<file path="config.mk">
export PLATFORM = sky130hd
export DESIGN_NAME = em_pipe
export DESIGN_NICKNAME = d
export VERILOG_FILES = /design/src/rtl/em_pipe.sv
export SDC_FILE = /design/constraint.sdc
export NUM_CORES = 1
export LEC_CHECK = 0
export CORE_ASPECT_RATIO = 1.75
export CORE_MARGIN = 2
export CORE_UTILIZATION = 32
export DETAILED_ROUTE_END_ITERATION = 8
export PLACE_DENSITY = 0.85
export REMOVE_ABC_BUFFERS = 1
export SLEW_MARGIN = 20
export SYNTH_ARGS = -nofsm -noshare
export SYNTH_HDL_FRONTEND = slang
export SYNTH_SLANG_ARGS = --single-unit
</file>
<file path="constraint.sdc">
create_clock -name clk -period 2.3 [get_ports clk]
set_input_delay 0.345 -clock clk [delete_from_list [all_inputs] [get_ports clk]]
set_output_delay 0.345 -clock clk [all_outputs]
set_load 0.03 [all_outputs]
</file>
<file path="src/rtl/em_pipe.sv">
// EX->MEM pipeline register: one flop stage for control, destination index and data.
// Optional stall/flush controls are enabled with `define EMPIPE_STALL_FLUSH_EN.
module em_pipe #(
  parameter int unsigned DATA_W = 32,
  parameter int unsigned REG_W  = 4
) (
  input  logic              clk,
  input  logic              rst,
`ifdef EMPIPE_STALL_FLUSH_EN
  input  logic              stall_M,
  input  logic              flush_E,
`endif
  input  logic              regw_E,
  input  logic              memw_E,
  input  logic              regmem_E,
  input  logic [REG_W-1:0]  regScr_E,
  input  logic [DATA_W-1:0] ALUrslt_E,
  input  logic [DATA_W-1:0] address_E,
  output logic              regw_M,
  output logic              memw_M,
  output logic              regmem_M,
  output logic [REG_W-1:0]  regScr_M,
  output logic [DATA_W-1:0] ALUrslt_M,
  output logic [DATA_W-1:0] address_M
);

  logic              r_regw;
  logic              r_memw;
  logic              r_regmem;
  logic [REG_W-1:0]  r_regScr;
  logic [DATA_W-1:0] r_ALUrslt;
  logic [DATA_W-1:0] r_address;

  // All fields share one stage so control and data can never skew.
  always_ff @(posedge clk or posedge rst) begin
    if (rst) begin
      r_regw    <= 1'b0;
      r_memw    <= 1'b0;
      r_regmem  <= 1'b0;
      r_regScr  <= '0;
      r_ALUrslt <= '0;
      r_address <= '0;
    end
`ifdef EMPIPE_STALL_FLUSH_EN
    else if (flush_E) begin
      r_regw    <= 1'b0;
      r_memw    <= 1'b0;
      r_regmem  <= 1'b0;
      r_regScr  <= '0;
      r_ALUrslt <= '0;
      r_address <= '0;
    end else if (!stall_M) begin
`else
    else begin
`endif
      r_regw    <= regw_E;
      r_memw    <= memw_E;
      r_regmem  <= regmem_E;
      r_regScr  <= regScr_E;
      r_ALUrslt <= ALUrslt_E;
      r_address <= address_E;
    end
  end

  assign regw_M    = r_regw;
  assign memw_M    = r_memw;
  assign regmem_M  = r_regmem;
  assign regScr_M  = r_regScr;
  assign ALUrslt_M = r_ALUrslt;
  assign address_M = r_address;

endmodule

</file>
==> flow_metrics.py <==
metrics = {
    "clock_network": {
        "cts.hold.buffers_added": 0,
        "htreeDepth": 3,
        "postCtsSetupBuffers": 0,
        "clkTransAtPathRegs_ns": 0.07,
        "cts_root_buffer": "clkbuf_8",
        "cts_buffers": 9,
        "cts_tree": "built",
        "cts_buffer_depth": 2,
        "ctsResizeCount": 0,
        "cts_num_sinks": 71,
    },
    "critical_path": {
        "cp-end-kind": "output port",
        "path_buf_inv": 1,
        "critPathKind": "flop to output port",
        "worst-path-max-fanout": 1,
        "cp_top_family": "buffers and inverters",
        "cpMaxStageDelayCell": "clkdlybuf4s50_1",
        "worst_ep_required_time_ns": 1.96,
        "crit_chain": "clkdlybuf4s50_1",
        "max_stage_delay_ns": 0.70,
        "cp-start-kind": "flop",
        "cp.arrival_ns": 1.38,
    },
    "timing": {
        "fin_crit_sh_pct": 74.9,
        "setup_viol": 0,
        "tightest_slew_ns": 0.559,
        "hold_viol_final": 0,
        "rsz0062_at_grt": "no",
        "fin_crit_ns": 1.72,
        "slew_headroom_pct": 62.7,
        "final_max_slew_viol_count": 0,
        "max_freq_mhz": 580,
        "whs_ns": 0.384,
        "tns_ns": 0,
    },
    "layout": {
        "final_common_cell": "clkdlybuf4s50_1",
        "multi_input_area_um2": 0,
        "fillers": 396,
        "drive_gt1_share_pct": 7.33,
        "fin_nets": 300,
        "multi_input_cells": 0,
        "layout_common_cells": "143 x clkdlybuf4s50_1, 71 x dfrtp_1, 10 x clkbuf_8",
        "areaGrowthSynthToFinish_pct": 98.0,
        "antennaDiodeCount": 0,
    },
    "place": {
        "gp_congestion": 0.656,
        "post-dp-hpwl_mm": 3.29,
        "numPortBuffers": 143,
    },
    "detailed_routing": {
        "routed_via_density": 3.84,
        "totalWireLength_mm": 4.27,
        "vias": 1182,
        "antenna_left": 0,
        "remaining_drc_errors": 0,
        "first_pass_iters": 4,
        "drt-initial-drc-count": 14,
        "routedWlPerCell_um": 13.9,
    },
    "logic_synthesis": {
        "synth_area_leader_cell": "dfrtp_1",
        "synth_area_per_cell_um2": 24.7,
        "yosys_warnings": 0,
        "synth_area_leaders": "dfrtp_1 100%, inv_1 0.21%",
        "synth_seq_area_share_pct": 99.8,
        "synth.ff_latch_count": 71,
        "synthCells": 72,
        "netlist_area_um2": 1780,
        "yosysUniqueCellTypes": 2,
        "synth.top_cell.area_share_pct": 99.8,
    },
    "floorplan": {
        "die_h_um": 103,
        "fp.dieW_um": 60.4,
        "die_area_um2": 6200,
        "row_count": 36,
        "core_area_um2": 5450,
        "start_util_pct": 32.7,
        "ios": 144,
    },
    "global_route": {
        "grt_pass1_vias": 1182,
        "grt_usage_pct": 14.3,
        "antenna_found_initial": 0,
        "grt_pass1_wl_mm": 5.84,
        "grt_max_degree": 46,
        "grt_overflow": 0,
    },
    "power": {
        "p_leak_nw": 1.49,
        "p_per_area_nw_per_um2": 764,
        "irDropWorstVdd_mv": 0.585,
    },
    "worst_hold_path": {
        "hp-class": "input pin to async pin",
    },
    "outcome": {
        "outcome": "finished, final reports clean",
    },
    "flow_run": {
        "drv_cap": 0,
    },
}
==> through the flow <==
| stage | instances | setup slack (ns) | power, W | util (%) | area, µm² |
|---|---|---|---|---|---|
| finish | 308 | 0.577 | 0.00270 | 64.7 | 3530 |
| global route | 308 | 0.534 | 0.00280 | 64.7 | 3530 |
| CTS | 308 | 0.560 | 0.00273 | 64.7 | 3530 |
| detailed placement | 292 | 0.903 | 0.00177 | 61.0 | 3330 |
| global placement | 292 | 0.938 | 0.00176 | 61.0 | 3330 |
| floorplan | 72 | 0.158 | 0.00150 | - | 1780 |
==> cell usage after synthesis <==
cell type and n:
inv_1 1, dfrtp_1 71
==> power breakdown <==
group	total (W)	internal (W)	switching, W
logic	0.000413	0.000214	0.000199
clock network	0.000955	0.000528	0.000427
registers	0.00133	0.00131	0.0000166
total	0.00270	0.00205	0.000642
==> path summary, 6_finish.rpt <==
check / from / endpoint / slack (ns) / cells after the start
max in group asynchronous: rst / address_M[23]$_DFF_PP0_ / 1.30 / 3
min in group clk: address_E[12] / address_M[12]$_DFF_PP0_ / 0.43 / 1
min: rst / ALUrslt_M[31]$_DFF_PP0_ / 0.38 / 2
max: ALUrslt_M[3]$_DFF_PP0_ / ALUrslt_M[3] / 0.58 / 1
==> sequential cells by signal, indices dropped and copies added (netlist names) <==
signal / cells
address_M: 32
ALUrslt_M: 32
memw_M: 1
regmem_M: 1
regScr_M: 4
regw_M: 1
==> routing by layer <==
metal  share of wire (%)  up-vias  global-route usage, %
li1                    -      529                      -
met5                   0        -                      0
met4                 2.4        0                   8.72
met2                  54       97                   22.2
met3                  12        7                   9.66
met1                  31      549                   13.7
==> final cells by class <==
| type | instances | area [µm²] | area share (%) |
|---|---|---|---|
| Clock inverter | 5 | 57.6 | 1.63 |
| Inverter | 1 | 3.75 | 0.106 |
| Clock buffer | 11 | 141 | 4.01 |
| Tap cell | 76 | 95.1 | 2.70 |
| Sequential cell | 71 | 1780 | 50.4 |
| Timing Repair Buffer | 144 | 1450 | 41.2 |
==> kinds of logic (layout without fill, tap and decap cells) <==
family,after synthesis,count (layout),synth area share [%]
buffers and inverters,1,161,0.211
DFF,71,71,99.8
Note: power is estimated with default switching activity, not from simulation.
